[config.mk]
export PLATFORM = sky130hd
export DESIGN_NAME = pipelined_calculator
export DESIGN_NICKNAME = d
export VERILOG_FILES = /design/src/rtl/pipelined_calculator.sv
export SDC_FILE = /design/constraint.sdc
export NUM_CORES = 1
export LEC_CHECK = 0
export BUFFER_PORTS_ARGS = -buffer_cell sky130_fd_sc_hd__buf_2
export CORE_MARGIN = 2
export CORE_UTILIZATION = 24
export CTS_CLUSTER_SIZE = 16
export DETAILED_ROUTE_END_ITERATION = 12
export GPL_ROUTABILITY_DRIVEN = 1
export GPL_TIMING_DRIVEN = 0
export HOLD_SLACK_MARGIN = 0.03
export MAX_ROUTING_LAYER = met4
export PLACE_DENSITY = 0.49
export SYNTH_ARGS = -nofsm -noshare
export SYNTH_HDL_FRONTEND = slang
export SYNTH_SLANG_ARGS = --single-unit
export TNS_END_PERCENT = 30
[constraint.sdc]
create_clock -name Clk -period 5.8 [get_ports Clk]
set_input_delay 1.16 -clock Clk [delete_from_list [all_inputs] [get_ports Clk]]
set_output_delay 1.16 -clock Clk [all_outputs]
set_load 0.01 [all_outputs]
[src/rtl/pipelined_calculator.sv]
// pipelined_calculator: register-file ALU with valid/ready command/result handshakes and a WIDTH-step shift-add multiplier
module pipelined_calculator #(
  parameter int WIDTH = 8,
  parameter int DEPTH = 8
) (
  input  logic                     Clk,
  input  logic                     Rst_n,
  input  logic                     In_valid,
  output logic                     In_ready,
  input  logic [3:0]               Ctrl,
  input  logic                     Sel,
  input  logic [$clog2(DEPTH)-1:0] RX,
  input  logic [$clog2(DEPTH)-1:0] RY,
  input  logic [$clog2(DEPTH)-1:0] RW,
  input  logic                     WEN,
  input  logic [WIDTH-1:0]         DataIn,
  output logic                     Out_valid,
  input  logic                     Out_ready,
  output logic [WIDTH-1:0]         Result,
  output logic                     Carry
);
  localparam int AW = $clog2(DEPTH);
  localparam int SW = $clog2(WIDTH);
  localparam int CW = $clog2(WIDTH + 1);
  localparam logic IDLE = 1'b0;
  localparam logic MUL = 1'b1;
  localparam logic [3:0] OP_MUL = 4'b1101;
  logic state_q, state_d;
  logic out_valid_q, out_valid_d;
  logic [WIDTH-1:0] result_q, result_d;
  logic carry_q, carry_d;
  logic [WIDTH-1:0] rf_q [DEPTH];
  logic [WIDTH-1:0] rf_d [DEPTH];
  logic [2*WIDTH-1:0] acc_q, acc_d, mcand_q, mcand_d;
  logic [WIDTH-1:0] mplier_q, mplier_d;
  logic [CW-1:0] cnt_q, cnt_d;
  logic wen_q, wen_d;
  logic [AW-1:0] rw_q, rw_d;
  logic [WIDTH-1:0] a, b, alu_r;
  logic alu_c;
  logic [SW-1:0] sh;
  logic [WIDTH:0] sum;
  logic accept, mul_done;
  assign In_ready = Rst_n && (state_q == IDLE) && (!out_valid_q || Out_ready);
  assign accept = In_valid && In_ready;
  assign a = Sel ? rf_q[RX] : DataIn;
  assign b = rf_q[RY];
  assign sh = b[SW-1:0];
  assign sum = {1'b0, a} + {1'b0, b};
  assign mul_done = (state_q == MUL) && (cnt_q == CW'(WIDTH));
  assign Out_valid = out_valid_q;
  assign Result = result_q;
  assign Carry = carry_q;
  always_comb begin
    alu_r = '0;
    alu_c = 1'b0;
    case (Ctrl)
      4'b0000: {alu_c, alu_r} = sum;
      4'b0001: begin
        alu_r = a - b;
        alu_c = a < b;
      end
      4'b0010: alu_r = a & b;
      4'b0011: alu_r = a | b;
      4'b0100: alu_r = a ^ b;
      4'b0101: alu_r = ~(a | b);
      4'b0110: alu_r = ~a;
      4'b0111: alu_r = a << sh;
      4'b1000: alu_r = a >> sh;
      4'b1001: alu_r = $unsigned($signed(a) >>> sh);
      4'b1010: alu_r = (a << sh) | (a >> (WIDTH - int'(sh)));
      4'b1011: alu_r = (a >> sh) | (a << (WIDTH - int'(sh)));
      4'b1100: alu_r = {{(WIDTH-1){1'b0}}, ($signed(a) < $signed(b))};
      4'b1110: alu_r = a;
      4'b1111: alu_c = a == b;
      default: ;
    endcase
  end
  always_comb begin
    state_d = state_q;
    out_valid_d = out_valid_q && !Out_ready;
    result_d = result_q;
    carry_d = carry_q;
    acc_d = acc_q;
    mcand_d = mcand_q;
    mplier_d = mplier_q;
    cnt_d = cnt_q;
    wen_d = wen_q;
    rw_d = rw_q;
    rf_d = rf_q;
    if (accept) begin
      wen_d = WEN;
      rw_d = RW;
      if (Ctrl == OP_MUL) begin
        state_d = MUL;
        cnt_d = '0;
        acc_d = '0;
        mcand_d = {{WIDTH{1'b0}}, a};
        mplier_d = b;
      end else begin
        out_valid_d = 1'b1;
        result_d = alu_r;
        carry_d = alu_c;
        if (WEN) rf_d[RW] = alu_r;
      end
    end else if (mul_done) begin
      state_d = IDLE;
      out_valid_d = 1'b1;
      result_d = acc_q[WIDTH-1:0];
      carry_d = |acc_q[2*WIDTH-1:WIDTH];
      if (wen_q) rf_d[rw_q] = acc_q[WIDTH-1:0];
    end else if (state_q == MUL) begin
      acc_d = mplier_q[0] ? acc_q + mcand_q : acc_q;
      mcand_d = mcand_q << 1;
      mplier_d = mplier_q >> 1;
      cnt_d = cnt_q + CW'(1);
    end
    rf_d[0] = '0;
  end
  always_ff @(posedge Clk) begin
    if (!Rst_n) begin
      state_q <= IDLE;
      out_valid_q <= 1'b0;
      result_q <= '0;
      carry_q <= 1'b0;
      acc_q <= '0;
      mcand_q <= '0;
      mplier_q <= '0;
      cnt_q <= '0;
      wen_q <= 1'b0;
      rw_q <= '0;
      rf_q <= '{default: '0};
    end else begin
      state_q <= state_d;
      out_valid_q <= out_valid_d;
      result_q <= result_d;
      carry_q <= carry_d;
      acc_q <= acc_d;
      mcand_q <= mcand_d;
      mplier_q <= mplier_d;
      cnt_q <= cnt_d;
      wen_q <= wen_d;
      rw_q <= rw_d;
      rf_q <= rf_d;
    end
  end
endmodule

# After elaboration in Yosys (flattened, before gate mapping)
# Cells that the tools add are included.
[word_totals] regBits=115 out_inout_bits=11 word_cells=138 inputBits=27
[op_classes] order_cmp=8 n_bitwise=12 reduce_logical=21 eq_ne=21 muxes=49 shifts=5 addsub=5
[op_table] op="$mux W56" n=5
[op_table] op="$mux W16" n=9
[op_table] op="$bwmux W64" n=2
[op_table] op="$mux W8" n=14
[op_table] op="$pmux W8 S14" n=1
[op_table] op="$bmux W8 S3" n=2
[op_table] op="$demux W8 S3" n=2
[op_table] op="$eq A4 B4 Y1 const B" n=9
[op_table] op="$shl A8 B32 Y8" n=1
[op_table] op="$shr A8 B32 Y8" n=1
[op_table] op="$or A8 B8 Y8" n=3
[op_table] op="$add A16 B16 Y16" n=1
[op_table] op="$eq A4 B3 Y1 const B" n=4
[op_table] op="$ge A4 B4 Y1 const B" n=4
[op_table] op="$lt A8 B8 Y1" n=2
[op_table] op="$mux W4" n=4
[op_table] op="$not A3 Y4" n=4
[op_table] op="$not A8 Y8" n=2
[op_table] op="$add A8 B8 Y9" n=1
[op_table] op="$mux W1" n=9
[op_table] op="$and A8 B8 Y8" n=1
[op_table] op="$eq A4 B2 Y1 const B" n=2
[op_table] op="$eq A8 B8 Y1" n=1
[op_table] op="$lt A4 B1 Y1 const B" n=2
[op_table] op="21 further kinds" n=35

# Logic depth before layout (Yosys ltp)
[logic_depth] depth_word=12 mapped_depth=19

# Least setup slack after synthesis
# No wires, ideal clock.
[synth_timing] kind="input to register" start="input port RY[2]" end="register rf_q[14] in the netlist's numbering" setup_time_ns=0.117 path_slack_ns=1.052 stages=18 required_time_ns=5.683 arrival_time_ns=4.631 path_cell_list="buf_6 -> mux2_4 -> a221o_1 -> nand2_4 -> inv_4 -> buf_6 -> ha_1 -> fa_1 -> a21o_1 -> a21oi_1 -> o21bai_1 -> a21oi_1 -> xnor2_1 -> a22oi_1 -> o211ai_1 -> or4_4 -> buf_6 -> a22o_1"
[synth_via] elab_chain_cells=12 elab_cells_between_ends=23
[synth_rtl] item="start: declaration" line="13" text="input logic [$clog2(DEPTH)-1:0] RY,"
[synth_rtl] item="$not A3 Y4 (not written as such) *" line="47" text="assign b = rf_q[RY];"
[synth_rtl] item="$bmux W8 S3 *" line="47"
[synth_rtl] item="$mux W8 (not written as such) * (2 in series)" line="47"
[synth_rtl] item="$sub A4 B3 Y5" line="71, 72"
[synth_rtl] item="$shl A8 B32 Y8 or $shr A8 B32 Y8 (tied branches)" line="72, 71"
[synth_rtl] item="$or A8 B8 Y8, on equally long branches" line="72, 71"
[synth_rtl] item="$pmux W8 S14 *" line="57" text="case (Ctrl)"
[synth_rtl] item="$bwmux W64 *" line="104" text="if (WEN) rf_d[RW] = alu_r;"
[synth_rtl] item="$mux W56 *" line="104"
[synth_rtl] item="$mux W56 *" line="94" text="if (Ctrl == OP_MUL) begin"
[synth_rtl] item="$mux W56 *" line="91" text="if (accept) begin"
[synth_rtl] item="end signal: assignment" line="144" text="rf_q <= rf_d;"
[synth_rtl] item="end: declaration" line="32" text="logic [WIDTH-1:0] rf_q [DEPTH];"
# Mark *: on every way between the ends. The rest lies on a longest branch, timed or not. The select of a mux whose other input is x is not followed.
# A chain may end at the register's enable or synchronous reset.

# Final worst setup path
[layout_timing] start="input port RY[2]" end="register rf_q[45] in the netlist's numbering"
# The elaborated chain is that of the path after synthesis.

==> impl_metrics.ini <==
[logic_synthesis]
ys_top_cells_by_area = dfxtp_1 (24%), ha_1 (5.8%), nand2_1 (4.4%)
syn-num-nets = 1225
synth-edff-count = 0
synth_area_mm2 = 0.009418
synth_ff_type = dfxtp_1
synth.top_cell.area_share = 0.2445
synth-seq-cells = 115
netlist_instances = 1151
yosys.area.top_type = dfxtp_1
yosys_warnings = 0
seq_area_frac_synth = 0.2445
ys_types = 96
syn_avg_cell_area_um2 = 8.182
ys_async_sr_fraction = 0

[sta]
setup-tns-final_ps = 0
fin_skew_ps = 10.47
hold_violations = 0
worst_slew_pin_slew_ps = 1053
min_period_ps = 5432
finalSetupViolations = 0
rsz0062_at_grt = no
fmaxAchievable_mhz = 184.1
fin_crit_sh = 0.9365
slew_viol_final = 0
layout_setup_ws_ps = 368.3
relSlewSlack = 0.2883

[grt]
grt_pass1_wl_um = 56340
antenna_found_initial = 1
grt_util_all_layers = 0.1851
grt_max_degree = 17
grt_pass1_vias = 9010
grt-ovfl-total = 0

[min_path]
holdPathStages = 2
hold_class = flip-flop to flip-flop
hold_end = Result[0]
min_from = Result[0]

[layout]
layout-drive-gt1-share = 0.1433
final_common_cell = dfxtp_1
diodes = 0
final_nets = 1276
nFillCells = 4156
area_growth_pct = 15.13
final_area_mm2 = 0.01084
layout_common_cells = dfxtp_1 (115), nand2_1 (110), nor2_1 (95)

[setup_path]
worstReg2RegEnd = rf_q[45]
worstPathArrival_ps = 5740
critPathKind = input pin to flip-flop
reg2reg_depth = 14
worst_setup_path_end_kind = flip-flop
cp-start-kind = input pin
rrSetupSlack_ps = 1090
crit_fanout = 10
reg2reg_from = rf_q[49]
cp_data_required_time_ps = 6110

[clock_tree]
cts_tree = yes
ctsLongestPathBuffers = 2
cts-root-buf = clkbuf_16
post-cts-setup-buffers = 0
cts-buffers-inserted = 17
insertion_delay_ps = 430
cts_num_sinks = 115
cts_resized = 0
cts_hold_buf = 0
htree_num_levels = 4
path_clk_slew_ps = 60

[power]
power_switching_share = 0.3182
p_switching_w = 0.0008163
powerDensity_mw_per_mm2 = 236.6
ir_drop_mv = 0.1492
leakagePower_nw = 4.100
p_int_w = 0.001749
clock_power_share = 0.433
power_frac_comb = 0.245
power_frac_seq = 0.322

[drt]
via_per_inst = 5.531
firstDrtPassIters = 6
drt-initial-drc-count = 1046
wl_um = 37390
ant_nets = 0
drc = 0
avgRoutedWirePerCell_um = 21.59
dr_total_vias = 9579

[floorplan]
dieArea_mm2 = 0.04084
rows = 72
initial_core_util = 0.2437
coreArea_mm2 = 0.03865
fp.dieW_um = 202.1
die_h_um = 202.1
boundaryPins = 38

[job]
drv_cap = 0

[placement]
gp_congestion = 0.9425
dp_slack_ps = 20.35
dpl.hpwl_um = 28310
place_area_mm2 = 0.01023
portBuffers = 32

[outcome]
outcome = finished clean
==> critical path: stages <==
cell and delay, ps:
buf_2 100, buf_6 160, buf_1 560, mux4_2 600
inv_1 90, a21oi_1 90, inv_1 200, ha_1 330
inv_1 130, o21ai_0 90, o21ai_0 330, a2bb2oi_1 210
mux2i_1 140, a2111oi_2 550, nand4_2 460, a222oi_1 450
nor2_1 80
==> registers in the layout, indices dropped and copies added (netlist names) <==
register	cells
Carry	1
Out_valid	1
Result	8
acc_q	16
cnt_q	4
mcand_q	16
mplier_q	8
rf_q	56
rw_q	3
state_q	1
wen_q	1
==> cell usage after synthesis, types with 10 or more instances <==
cell type	count
a22o_1	19
buf_2	11
dfxtp_1	115
xnor2_1	19
inv_1	32
clkbuf_1	52
o21a_1	14
a211oi_1	16
nand2b_1	10
a21o_1	12
nand2_1	110
o22ai_1	15
nor2_1	95
a22oi_1	42
o21ai_1	13
and2_1	23
nor3_1	31
nor2b_1	20
nand3_1	29
a222oi_1	21
o21ai_0	44
o211ai_1	20
ha_1	44
a221oi_1	20
mux2_2	24
o211a_1	12
mux2i_1	21
a21oi_1	67
buf_1	15
==> per-layer routing <==
layer	global-route usage	share of wire	vias to the layer above
met3	0.02725	0.065	67
li1	-	-	4467
met2	0.2790	0.44	397
met4	0.05944	0.027	0
met5	-	0	-
met1	0.2539	0.47	4648
==> worst max path at each step <==
stage                     slack [ps]  start        to
after floorplan                 1050  RY[2]  rf_q[14]
after global placement             3  RY[2]  rf_q[45]
after global routing             120  RY[2]  rf_q[53]
after CTS                        410  RY[2]  rf_q[45]
after detailed placement          20  RY[2]  rf_q[45]
final                            370  RY[2]  rf_q[45]
==> through the flow <==
step                hold WS [ps]  total power [W]  std cells  utilization
floorplan                  442.3         0.001253       1151            -
global placement           443.3         0.001455       1701       0.2646
detailed placement         447.6         0.001453       1701       0.2646
CTS                        462.4         0.002566       1732       0.2806
global route               471.1         0.002659       1732       0.2806
finish                     457.2         0.002565       1732       0.2806
==> power groups by stage <==
stage | clock, W | combinational [W] | sequential, W
6_report | 0.00111 | 0.000628 | 0.000825
3_5_place_dp | 0 | 0.000611 | 0.000841
3_3_place_gp | 0 | 0.000613 | 0.000841
5_1_grt | 0.00116 | 0.000668 | 0.000827
4_1_cts | 0.00113 | 0.000615 | 0.000825
2_1_floorplan | 0 | 0.000414 | 0.000839
==> kinds of logic after synthesis <==
logic type                 Yosys count  share of synthesized area
AOI/OAI and AO/OA                  402                     0.3252
xor gates and xnor gates            22                    0.02046
adders and majority gates           47                    0.06483
buffers and inverters              130                    0.06324
DFF                                115                     0.2445
muxes                               64                    0.08994
and+or+nand+nor                    371                     0.1918
==> cell type report <==
type,count,area [µm²],share of cell area
Buffer,89,439.2,0.04050
Clock buffer,21,460.4,0.04246
Clock inverter,10,156.4,0.01442
Inverter,41,156.4,0.01442
Multi-Input combinational cell,906,6520,0.6013
Sequential cell,115,2302,0.2123
Tap cell,518,648.1,0.05977
Timing Repair Buffer,32,160.2,0.01477
(Power assumes the default switching activity.)
